$ cat config.mk
export PLATFORM = sky130hd
export DESIGN_NAME = segment_capture_flat
export DESIGN_NICKNAME = d
export VERILOG_FILES = /design/src/rtl/segment_capture_if.sv /design/src/rtl/segment_capture.sv /design/src/flat_wrapper.sv
export SDC_FILE = /design/constraint.sdc
export NUM_CORES = 1
export LEC_CHECK = 0
export BUFFER_PORTS_ARGS = -buffer_cell sky130_fd_sc_hd__buf_2
export CAP_MARGIN = 5
export CORE_AREA = 8 8 104 87
export DETAILED_ROUTE_END_ITERATION = 12
export DIE_AREA = 0 0 112 95
export GPL_ROUTABILITY_DRIVEN = 0
export HOLD_SLACK_MARGIN = 0.12
export PLACE_DENSITY_LB_ADDON = 0.25
export RECOVER_POWER = 25
export REMOVE_ABC_BUFFERS = 1
export SLEW_MARGIN = 20
export SYNTH_ARGS = -nofsm -noshare
export SYNTH_HDL_FRONTEND = slang
export SYNTH_SLANG_ARGS = --single-unit
$ cat constraint.sdc
create_clock -name clock -period 3.3 [get_ports clock]
set_clock_uncertainty 0.05 [all_clocks]
set_input_delay 0.33 -clock clock [delete_from_list [all_inputs] [get_ports clock]]
set_output_delay 0.33 -clock clock [all_outputs]
set_load 0.01 [all_outputs]
$ cat src/rtl/segment_capture_if.sv
// Scan-bus observation port plus decoded result for segment_capture.
// Latency: none, signal bundle only.
// Backpressure: none, the scan bus is free-running and results are unacknowledged.
interface segment_capture_if;
  logic [3:0]  bytee_in;
  logic [6:0]  segment_in;
  logic [11:0] data_out;
  logic        data_valid;
  logic        data_stable;
  logic        err_pattern;
  logic        err_timeout;

  // Display driver / stimulus side.
  modport master (
    output bytee_in, segment_in,
    input  data_out, data_valid, data_stable, err_pattern, err_timeout
  );

  // Decoder side.
  modport slave (
    input  bytee_in, segment_in,
    output data_out, data_valid, data_stable, err_pattern, err_timeout
  );
endinterface

$ cat src/rtl/segment_capture.sv
// Decodes a multiplexed 4-digit 7-segment scan back to a packed {high,low} value.
// Latency: last digit at pins -> data_valid after 3 cycles (input reg, CHECK, output reg).
// Backpressure: none; a digit landing in the input register during CHECK is held one cycle.
module segment_capture #(
  parameter int STABLE_FRAMES  = 2,
  parameter int TIMEOUT_CYCLES = 64,
  parameter bit SEG_ACTIVE_LOW = 1'b0
) (
  input logic         clock,
  input logic         reset,
  segment_capture_if.slave bus
);

  localparam int MW = $clog2(STABLE_FRAMES + 1);
  localparam int TW = $clog2(TIMEOUT_CYCLES + 1);
  localparam logic [MW-1:0] MATCH_MAX = MW'(STABLE_FRAMES);
  localparam logic [TW-1:0] TCNT_MAX  = TW'(TIMEOUT_CYCLES);

  typedef enum logic [1:0] {
    IDLE    = 2'd0,
    COLLECT = 2'd1,
    CHECK   = 2'd2
  } state_t;

  state_t           state_q;
  logic [3:0]       bytee_q;
  logic [6:0]       seg_q;
  logic [3:0][3:0]  slot_q;
  logic [3:0]       seen_q;
  logic [MW-1:0]    match_q;
  logic [TW-1:0]    tcnt_q;
  logic [11:0]      last_q;
  logic [11:0]      data_out_q;
  logic             data_valid_q;
  logic             data_stable_q;
  logic             err_pattern_q;
  logic             err_timeout_q;

  logic [6:0]       seg_lvl;
  logic             glyph_ok;
  logic [3:0]       glyph_digit;
  logic             onehot;
  logic [1:0]       slot_idx;
  logic [3:0]       seen_set;
  logic [6:0]       low_val;
  logic [6:0]       high_val;
  logic [11:0]      frame_val;
  logic             frame_bad;
  logic             frame_eq;
  logic [MW-1:0]    match_inc;
  logic [MW-1:0]    match_new;
  logic             publish;
  logic [TW-1:0]    tcnt_inc;
  logic             timeout_hit;

  assign seg_lvl = SEG_ACTIVE_LOW ? ~seg_q : seg_q;

  // Glyph lookup: anything outside the ten digit patterns is illegal.
  always_comb begin
    glyph_ok    = 1'b1;
    glyph_digit = 4'd0;
    case (seg_lvl)
      7'h3F: glyph_digit = 4'd0;
      7'h06: glyph_digit = 4'd1;
      7'h5B: glyph_digit = 4'd2;
      7'h4F: glyph_digit = 4'd3;
      7'h66: glyph_digit = 4'd4;
      7'h6D: glyph_digit = 4'd5;
      7'h7D: glyph_digit = 4'd6;
      7'h07: glyph_digit = 4'd7;
      7'h7F: glyph_digit = 4'd8;
      7'h6F: glyph_digit = 4'd9;
      default: glyph_ok = 1'b0;
    endcase
  end

  assign onehot   = (bytee_q != 4'd0) && ((bytee_q & (bytee_q - 4'd1)) == 4'd0);
  assign seen_set = seen_q | bytee_q;

  // Slot index of the active enable; only meaningful when onehot is true.
  always_comb begin
    slot_idx = 2'd0;
    case (bytee_q)
      4'b0010: slot_idx = 2'd1;
      4'b0100: slot_idx = 2'd2;
      4'b1000: slot_idx = 2'd3;
      default: slot_idx = 2'd0;
    endcase
  end

  // Frame value, stability tracking and publish decision evaluated during CHECK.
  always_comb begin
    low_val   = 7'(slot_q[1]) * 7'd10 + 7'(slot_q[0]);
    high_val  = 7'(slot_q[3]) * 7'd10 + 7'(slot_q[2]);
    frame_val = {high_val[5:0], low_val[5:0]};
    frame_bad = (low_val > 7'd63) || (high_val > 7'd63);
    frame_eq  = (frame_val == last_q);
    match_inc = (match_q >= MATCH_MAX) ? MATCH_MAX : match_q + 1'b1;
    match_new = frame_eq ? match_inc : MW'(1);
    publish   = (match_new == MATCH_MAX) &&
                ((frame_val != data_out_q) || !data_stable_q);
    tcnt_inc    = (tcnt_q == TCNT_MAX) ? TCNT_MAX : tcnt_q + 1'b1;
    timeout_hit = (tcnt_inc == TCNT_MAX);
  end

  // Input capture, slot collection, frame check and error tracking in one state machine.
  always_ff @(posedge clock) begin
    if (!reset) begin
      state_q       <= IDLE;
      bytee_q       <= '0;
      seg_q         <= '0;
      slot_q        <= '0;
      seen_q        <= '0;
      match_q       <= '0;
      tcnt_q        <= '0;
      last_q        <= '0;
      data_out_q    <= '0;
      data_valid_q  <= 1'b0;
      data_stable_q <= 1'b0;
      err_pattern_q <= 1'b0;
      err_timeout_q <= 1'b0;
    end else begin
      data_valid_q <= 1'b0;

      // The input register is frozen during CHECK so its contents are processed afterwards.
      if (state_q != CHECK) begin
        bytee_q <= bus.bytee_in;
        seg_q   <= bus.segment_in;
      end

      case (state_q)
        IDLE, COLLECT: begin
          if (bytee_q == 4'd0) begin
            tcnt_q <= tcnt_inc;
            if (timeout_hit) begin
              err_timeout_q <= 1'b1;
              data_stable_q <= 1'b0;
              seen_q        <= '0;
              match_q       <= '0;
              state_q       <= IDLE;
            end
          end else begin
            // Multi-hot enables are still bus activity, so they also restart the timeout.
            tcnt_q <= '0;
            if (onehot && glyph_ok) begin
              slot_q[slot_idx] <= glyph_digit;
              seen_q           <= seen_set;
              state_q          <= (seen_set == 4'hF) ? CHECK : COLLECT;
            end else begin
              err_pattern_q <= 1'b1;
              seen_q        <= '0;
              match_q       <= '0;
              data_stable_q <= 1'b0;
              state_q       <= COLLECT;
            end
          end
        end

        CHECK: begin
          seen_q  <= '0;
          state_q <= COLLECT;
          if (frame_bad) begin
            err_pattern_q <= 1'b1;
            match_q       <= '0;
            data_stable_q <= 1'b0;
          end else begin
            match_q <= match_new;
            if (!frame_eq) begin
              last_q        <= frame_val;
              data_stable_q <= 1'b0;
            end
            // Publishing wins over the drop so a one-frame threshold still reports stable.
            if (publish) begin
              data_out_q    <= frame_val;
              data_valid_q  <= 1'b1;
              data_stable_q <= 1'b1;
            end
          end
        end

        default: state_q <= IDLE;
      endcase
    end
  end

  assign bus.data_out    = data_out_q;
  assign bus.data_valid  = data_valid_q;
  assign bus.data_stable = data_stable_q;
  assign bus.err_pattern = err_pattern_q;
  assign bus.err_timeout = err_timeout_q;

endmodule

$ cat src/flat_wrapper.sv
// flat-port wrapper written by rule: the top's interface ports become plain ports
module segment_capture_flat 
#(
  parameter int STABLE_FRAMES  = 2,
  parameter int TIMEOUT_CYCLES = 64,
  parameter bit SEG_ACTIVE_LOW = 1'b0
)
  (clock, reset, bus_bytee_in, bus_segment_in, bus_data_out, bus_data_valid, bus_data_stable, bus_err_pattern, bus_err_timeout);
  segment_capture_if bus_i ();
  input logic clock;
  input logic reset;
  input wire logic [$bits(bus_i.bytee_in)-1:0] bus_bytee_in;
  input wire logic [$bits(bus_i.segment_in)-1:0] bus_segment_in;
  output wire logic [$bits(bus_i.data_out)-1:0] bus_data_out;
  output wire logic [$bits(bus_i.data_valid)-1:0] bus_data_valid;
  output wire logic [$bits(bus_i.data_stable)-1:0] bus_data_stable;
  output wire logic [$bits(bus_i.err_pattern)-1:0] bus_err_pattern;
  output wire logic [$bits(bus_i.err_timeout)-1:0] bus_err_timeout;
  assign bus_i.bytee_in = bus_bytee_in;
  assign bus_i.segment_in = bus_segment_in;
  assign bus_data_out = bus_i.data_out;
  assign bus_data_valid = bus_i.data_valid;
  assign bus_data_stable = bus_i.data_stable;
  assign bus_err_pattern = bus_i.err_pattern;
  assign bus_err_timeout = bus_i.err_timeout;
  segment_capture #(.STABLE_FRAMES(STABLE_FRAMES), .TIMEOUT_CYCLES(TIMEOUT_CYCLES), .SEG_ACTIVE_LOW(SEG_ACTIVE_LOW)) u_core (.clock(clock), .reset(reset), .bus(bus_i));
endmodule
==> results of run 1 <==
-- path summary, 6_finish.rpt --
path	startpoint	endpoint	cells past startpoint
worst max-delay path	u_core.slot_q[13]	u_core.last_q[0]	12
worst min-delay path	bus_bytee_in[3]	u_core.bytee_q[3]	3
worst max register to register	u_core.slot_q[13]	u_core.last_q[0]	12
worst min register to register	u_core.bus.err_timeout	u_core.bus.err_timeout	1
-- where the power goes --
part / leakage (uW) / total (uW) / switching, uW / internal, uW
logic: 0.00104 / 82.2 / 48.6 / 33.6
registers: 0.000568 / 873 / 17.3 / 856
clock network: 0.0000911 / 669 / 326 / 343
-- logic make-up (layout without fill, tap and decap cells) --
kind of cell    count (synthesis)  count (layout)  share of synthesized area [%]
buf+inv                        31              59                          3.254
mux                            36              36                          9.190
xor+xnor                       38              38                          8.870
compound gates                 84              84                          14.81
simple gates                  171             171                          21.31
flops                          70              70                          35.74
fa+ha+maj                      19              19                          6.828
-- per-stage QoR --
| stage | hold WS, ns | power (uW) | utilization, % |
|---|---|---|---|
| after floorplan | 0.3975 | 942.3 | - |
| after global placement | 0.3920 | 972.9 | 56.71 |
| after detailed placement | 0.4014 | 975.3 | 56.71 |
| after CTS | 0.1480 | 1650 | 59.29 |
| after global routing | 0.1701 | 1690 | 59.19 |
| final | 0.1686 | 1625 | 59.19 |
-- worst min-delay path: cells and delay by family --
family / cells / cell delay (ns)
buffers and inverters: 1 / 0.09
AOI/OAI and AO/OA: 1 / 0.05
and+or+nand+nor: 1 / 0.04
-- registers in the layout (all words and copies together) (netlist names) --
signal,cells
u_core.bytee_q,4
u_core.bus.data_stable,1
u_core.bus.err_timeout,1
u_core.state_q,2
u_core.tcnt_q,7
u_core.bus.data_out,12
u_core.match_q,2
u_core.seen_q,4
u_core.last_q,12
u_core.bus.err_pattern,1
u_core.seg_lvl,7
u_core.slot_q,16
u_core.bus.data_valid,1
-- cell type report --
cell class / count / area share, %
Inverter: 9 / 0.7833
Clock buffer: 9 / 2.872
Multi-Input combinational cell: 348 / 55.82
Timing Repair Buffer: 35 / 3.916
Tap cell: 90 / 2.611
Sequential cell: 70 / 32.52
Clock inverter: 6 / 1.480
-- layout by cell type, fill, tap and decap left out, types with 4 or more instances in the layout --
master	netlist	routed
or3_1	7	7
a21oi_1	32	32
o31ai_1	5	5
inv_1	8	8
buf_2	3	12
clkbuf_8	0	9
nand2_1	65	65
fa_1	4	4
xnor2_1	19	18
and3_1	6	5
a211oi_1	4	4
nor3b_1	4	4
nand2b_1	11	11
nor3_1	6	6
o21ai_1	4	4
nand3_1	10	10
buf_4	0	6
ha_1	15	15
dfxtp_1	70	69
xor2_1	17	17
o21ai_0	9	9
o22ai_1	6	6
clkbuf_1	14	17
mux2i_1	36	36
nor2_1	36	36
a21o_1	4	4
-- routing by layer --
layer / global-route usage, % / share of wire [%] / up-vias
met2: 28.28 / 47 / 59
met4: 4.591 / 0.59 / 0
met3: 4.592 / 4.6 / 4
met1: 20.47 / 48 / 1509
met5: 0 / 0 / -
li1: - / - / 1621
-- timing repair --
item,CTS,global route
endpoints found under the setup margin,0,22
resized for setup,0,4
endpoints found under the hold margin,0,0
setup buffers,0,0
==> impl_metrics.json, run 1 <==
{
  "synth.area.top_cells": "dfxtp_1, mux2i_1, nand2_1, ha_1, xnor2_1",
  "clock_latency_ns": 0.34,
  "p_leak_uw": 0.001699,
  "ir_worst_vdd_v": 0.0002564,
  "crit_family": "adder cells",
  "cp_num_buf_inv": 3,
  "yosysTopAreaCell": "dfxtp_1",
  "ioPinCount": 29,
  "hold_buffers": 0,
  "diodes": 0,
  "die_y_um": 95,
  "synthCells": 449,
  "cts_tree": "done",
  "ant_nets": 0,
  "final.setup.worst_slack_ns": 0.2337,
  "drv_slew": 0,
  "synth.avg_cell_area_um2": 8.733,
  "rsz0062_at_grt": "no",
  "fin_nets": 505,
  "hp-class": "primary input to flop",
  "clock-sinks": 70,
  "multi_input_area_um2": 2407,
  "grt_max_degree": 48,
  "synth.distinct_cells": 56,
  "synth.most_common_cell": "dfxtp_1",
  "initialDrtViolationCount": 141,
  "routed_wl_um": 8594,
  "cp_data_arrival_time_ns": 3.28,
  "cts_max_level": 3,
  "rrSetupSlack_ns": 0.23,
  "coreArea_um2": 7287,
  "rows": 28,
  "placed_cells": 552,
  "antenna_found_initial": 0,
  "layout-drive-gt1-share_pct": 11.11,
  "maxCapViolations": 0,
  "ys_seq_area_share_pct": 35.74,
  "finalSetupViolCount": 0,
  "worst_slew_pin_slew_ns": 1.003,
  "grtUsageTotal_pct": 16.63,
  "start_kind": "flop",
  "worstPathRequired_ns": 3.52,
  "synth_edf_count": 0,
  "io_buffers": 28,
  "die_width_um": 112,
  "num_vias": 3193,
  "period_share_pct": 92.92,
  "synth.cells.most_frequent": "dfxtp_1, nand2_1, mux2i_1, nor2_1, a21oi_1",
  "yosysTopAreaCellShare_pct": 35.74,
  "syn2layout_area_growth_pct": 9.987,
  "grt_pass1_wl_um": 14460,
  "routedWlPerCell_um": 15.16,
  "cts_made_buffers": 9,
  "pre_cts_slack_ns": 0.03187,
  "n_fill_cell": 680,
  "initial_core_util_pct": 53.81,
  "cts_buffer_depth": 2,
  "stdcell_area_um2": 4313,
  "critPathMaxStageDelay_ns": 0.42,
  "clkTransAtPathRegs_ns": 0.08,
  "synth_seq_cells": 70,
  "die-area_um2": 10640,
  "setup_tns_ns": 0,
  "critPathKind": "flop to flop",
  "cp-end-kind": "flop",
  "clockRootBuffer": "clkbuf_8",
  "remaining_drc_errors": 0,
  "avgViaCountPerCell": 5.631,
  "synthArstFlopShare_pct": 0,
  "slew_headroom_pct": 33.16,
  "crit_path_cell_trace": "ha_1 -> ha_1 -> inv_1 -> fa_1 -> nand2b_1 -> a2bb2oi_2 -> xor2_1 -> nor4b_2 -> buf_4 -> nand2b_1 -> buf_4 -> mux2i_1",
  "postPlaceCellArea_um2": 4133,
  "grt_pass1_vias": 3045,
  "hold_violations": 0,
  "synth-main-ff-cell": "dfxtp_1",
  "min_period_ns": 3.066,
  "crit_fanout": 9,
  "p_per_area_nw_per_um2": 376.7,
  "fmax_mhz": 326.1,
  "cpMaxStageDelayCell": "fa_1",
  "final_cells": 567,
  "regArea_um2": 1403,
  "yosysWarnings": 0,
  "synth_area_um2": 3921,
  "hpwl_um": 6278,
  "dr.pass1.iters": 4,
  "outcome": "completed",
  "grt_overflow": 0
}
Note: power is estimated with default switching activity, not from simulation.
==> run 2: changes to the inputs <==
- PLACE_DENSITY: default -> 0.72
- PLACE_DENSITY_LB_ADDON: 0.25 -> default
==> impl_metrics.json, run 2 (synthesized netlist as in run 1, its figures left out) <==
{
  "grtUsageTotal_pct": 16.52,
  "dr_wl_met3_um": 274,
  "hold_violations": 0,
  "fin_nets": 505,
  "cts_setup_buffers": 0,
  "grt_max_degree": 48,
  "grt_pass1_wl_um": 14370,
  "clockRootBuffer": "clkbuf_8",
  "antenna_found_initial": 0,
  "rows": 28,
  "ant_nets": 0,
  "ir_worst_vdd_v": 0.0003081,
  "rrSetupSlack_ns": 0.20,
  "largest_reg_flops": 16,
  "coreArea_um2": 7287,
  "pre_cts_slack_ns": 0.06784,
  "crit_fanout": 5,
  "final_cell_mix": "dfxtp_1, nand2_1, nor2_1, mux2i_1, a21oi_1",
  "grt_overflow": 0,
  "io_buffers": 28,
  "remaining_drc_errors": 0,
  "clock-sinks": 70,
  "diodes": 0,
  "drv_slew": 0,
  "hp-class": "primary input to flop",
  "hpwl_um": 6151,
  "r2r_cells": 11,
  "initial_core_util_pct": 53.81,
  "worst_slew_pin_slew_ns": 1.015,
  "finalSetupViolCount": 0,
  "postPlaceCellArea_um2": 4133,
  "num_vias": 3116,
  "post-route-util_pct": 60.11,
  "fmax_mhz": 323.0,
  "syn2layout_area_growth_pct": 11.71,
  "critPathKind": "flop to flop",
  "final_common_cell": "dfxtp_1",
  "period_share_pct": 93.81,
  "initialDrtViolationCount": 201,
  "dr_wl_met2_um": 4022,
  "ioPinCount": 29,
  "clock_latency_ns": 0.34,
  "timing.hold.ws_ns": 0.1732,
  "rsz0062_at_grt": "no",
  "p_per_area_nw_per_um2": 413.4,
  "cts_buffer_depth": 2,
  "die_width_um": 112,
  "topRoutingLayerUsed": "met4",
  "cts_made_buffers": 9,
  "p_leak_uw": 0.001740,
  "min_period_ns": 3.096,
  "clkTransAtPathRegs_ns": 0.08,
  "cts_max_level": 3,
  "slew_headroom_pct": 32.30,
  "cp-end-kind": "flop",
  "routed_wl_um": 8619,
  "worstPathRequired_ns": 3.52,
  "start_kind": "flop",
  "hold_path_depth": 3,
  "wl_met1_um": 4257,
  "routedWlPerCell_um": 15.17,
  "layout-drive-gt1-share_pct": 10.88,
  "outcome": "completed",
  "maxCapViolations": 0,
  "final.setup.worst_slack_ns": 0.2044,
  "dr.pass1.iters": 4,
  "avgViaCountPerCell": 5.486,
  "die-area_um2": 10640,
  "setup_tns_ns": 0,
  "cp_data_arrival_time_ns": 3.31,
  "die_y_um": 95,
  "stdcell_area_um2": 4380,
  "grt_pass1_vias": 2958,
  "cts_tree": "done",
  "max_flop_register": "u_core.slot_q"
}
[run 2: stage by stage]
| stage | total power, uW | instances |
|---|---|---|
| floorplan | 942.3 | 427 |
| global placement | 972.8 | 552 |
| detailed placement | 975.3 | 552 |
| CTS | 1826 | 568 |
| global route | 1873 | 568 |
| finish | 1811 | 568 |
[run 2: layout make-up]
class	instances	area (um2)
Timing Repair Buffer	35	168.9
Tap cell	90	112.6
Multi-Input combinational cell	348	2416
Inverter	9	33.78
Clock inverter	5	106.4
Clock buffer	11	141.4
Sequential cell	70	1401
Fill cell	657	2907
[run 2: where the power goes]
group	internal, uW	leakage (uW)	switching [uW]
registers	856	0.000568	17.2
clock network	525	0.000120	331
logic	33.8	0.00105	48.9
total	1410	0.00174	397
[run 2: final timing paths]
| check | end | start |
|---|---|---|
| worst max-delay path | u_core.bus.data_out[9] | u_core.slot_q[5] |
| worst min register to register | u_core.bus.err_timeout | u_core.bus.err_timeout |
| worst min-delay path | u_core.seg_lvl[0] | bus_segment_in[0] |
| worst max register to register | u_core.bus.data_out[9] | u_core.slot_q[5] |
[run 2: worst max-delay path, stage by stage, from the launching register on]
cell and delay, ns:
dfxtp_1 0.42, ha_1 0.26, ha_1 0.19, inv_1 0.07, fa_1 0.51, xnor2_2 0.21
nand3_1 0.10, a22oi_1 0.21, nor4b_4 0.26, buf_4 0.20, nand3_1 0.27, mux2i_1 0.27
[run 2: timing repair]
item | in CTS | in global routing
hold buffers | 0 | 0
resized for setup | 0 | 4
setup endpoints to repair | 0 | 22
[run 2: metal layers]
metal	track usage, %	up-vias
met1	20.84	1461
met2	27.33	44
met5	0	-
li1	-	1607
met3	5.038	4
met4	3.919	0
==> run 3: changes to the inputs <==
- BUFFER_PORTS_ARGS: -buffer_cell sky130_fd_sc_hd__buf_2 -> default
- CTS_BUF_LIST: default -> sky130_fd_sc_hd__clkbuf_16
- DONT_BUFFER_PORTS: default -> 1
- PLACE_DENSITY: 0.72 -> 0.69
- SKIP_LAST_GASP: default -> 1
==> impl_metrics.json, run 3 (synthesized netlist as in run 1, its figures left out) <==
{
  "outcome": "completed",
  "remaining_drc_errors": 0,
  "hpwl_um": 6083,
  "grtUsageTotal_pct": 16.56,
  "r2r_cells": 12,
  "hold_violations": 0,
  "crit_path_cell_trace": "ha_1 -> ha_1 -> inv_1 -> fa_1 -> xnor2_1 -> nand3_1 -> a22oi_1 -> nor4b_2 -> buf_4 -> nand2b_1 -> buf_4 -> mux2i_1",
  "fmax_mhz": 323.7,
  "p_leak_uw": 0.001711,
  "die-area_um2": 10640,
  "clock_latency_ns": 0.33,
  "cts_tree": "done",
  "routedWlPerCell_um": 15.35,
  "coreArea_um2": 7287,
  "num_vias": 3070,
  "diodes": 0,
  "cts_setup_buffers": 0,
  "grt_pass1_vias": 2910,
  "avgViaCountPerCell": 5.582,
  "die_y_um": 95,
  "largest_reg_flops": 16,
  "cts_made_buffers": 9,
  "post-route-util_pct": 60.32,
  "grt_pass1_wl_um": 14320,
  "worstPathRequired_ns": 3.50,
  "fin_nets": 487,
  "io_buffers": 0,
  "cp_data_arrival_time_ns": 3.29,
  "p_per_area_nw_per_um2": 436.1,
  "hold_path_depth": 2,
  "ir_worst_vdd_v": 0.0003222,
  "initial_core_util_pct": 53.81,
  "clockRootBuffer": "clkbuf_16",
  "final_cell_mix": "dfxtp_1, nand2_1, nor2_1, mux2i_1, a21oi_1",
  "setup_tns_ns": 0,
  "grt_overflow": 0,
  "routed_wl_um": 8441,
  "rows": 28,
  "critPathMaxStageDelay_ns": 0.49,
  "ioPinCount": 29,
  "cp-end-kind": "flop",
  "hp-class": "primary input to flop",
  "worst-path-stages": 12,
  "antenna_found_initial": 0,
  "critPathKind": "flop to flop",
  "cts_buffer_depth": 2,
  "max_flop_register": "u_core.slot_q",
  "cpMaxStageDelayCell": "fa_1",
  "rsz0062_at_grt": "no",
  "maxCapViolations": 0,
  "drv_slew": 0,
  "crit_fanout": 9,
  "worst_slew_pin_slew_ns": 1.019,
  "min_period_ns": 3.090,
  "syn2layout_area_growth_pct": 12.09,
  "timing.hold.ws_ns": 0.1389,
  "clock-sinks": 70,
  "dr.pass1.iters": 4,
  "slew_headroom_pct": 32.05,
  "rrSetupSlack_ns": 0.21,
  "layout-drive-gt1-share_pct": 8.043,
  "finalSetupViolCount": 0,
  "cp_num_buf_inv": 3,
  "clkTransAtPathRegs_ns": 0.06,
  "final_common_cell": "dfxtp_1",
  "grt_max_degree": 48,
  "initialDrtViolationCount": 165,
  "ant_nets": 0,
  "cts_max_level": 3,
  "crit_family": "adder cells",
  "period_share_pct": 93.62,
  "start_kind": "flop",
  "die_width_um": 112
}
==> run 3: cell types whose count changed in the layout (fill, tap and decap cells not counted), moves of 2 or more <==
| cell | change |
|---|---|
| clkinv_2 | +2 |
| clkbuf_1 | -16 |
| clkbuf_8 | -10 |
| clkbuf_16 | +9 |
| bufinv_16 | -2 |
| dlygate4sd3_1 | +12 |
| buf_4 | -3 |
| buf_2 | -12 |
==> run 3: where the power goes <==
group / internal, uW / switching, uW
clock network: 586 / 372
registers: 857 / 18.2
logic: 36.7 / 46.9
==> run 3: final timing paths <==
path                                  to             start
setup reg to reg        u_core.last_q[0]  u_core.slot_q[5]
hold reg to reg         u_core.last_q[8]  u_core.last_q[8]
setup / recovery        u_core.last_q[0]  u_core.slot_q[5]
hold / removal    u_core.bus.data_out[9]             reset
==> run 3: layer usage <==
layer	wire [um]	global-route usage, %	share of wire (%)
met1	4235	20.85	50
met2	3806	27.38	45
met4	70	4.367	0.83
met5	0	0	0
met3	328	4.911	3.9
==> run 3: per-stage QoR <==
step | power, uW | setup WS (ns) | instances | area [um2]
6_report | 1917 | 0.2104 | 550 | 4395
3_3_place_gp | 959.9 | 0.2144 | 522 | 3978
3_5_place_dp | 962.4 | 0.1081 | 522 | 3978
4_1_cts | 1938 | 0.09629 | 550 | 4395
2_1_floorplan | 942.3 | 0.2236 | 427 | 3827
5_1_grt | 1981 | 0.02881 | 550 | 4395
==> run 3: cell type report <==
class                           instances  area [um2]
Clock buffer                            9       225.2
Clock inverter                          7       72.57
Fill cell                             632        2892
Inverter                                9       33.78
Multi-Input combinational cell        348        2400
Sequential cell                        70        1401
Tap cell                               90       112.6
Timing Repair Buffer                   17       150.1
==> run 3: timing repair <==
item	in CTS	in global routing
setup endpoints to repair	0	20
resized for setup	0	2
hold endpoints to repair	35	0
hold buffers	12	0
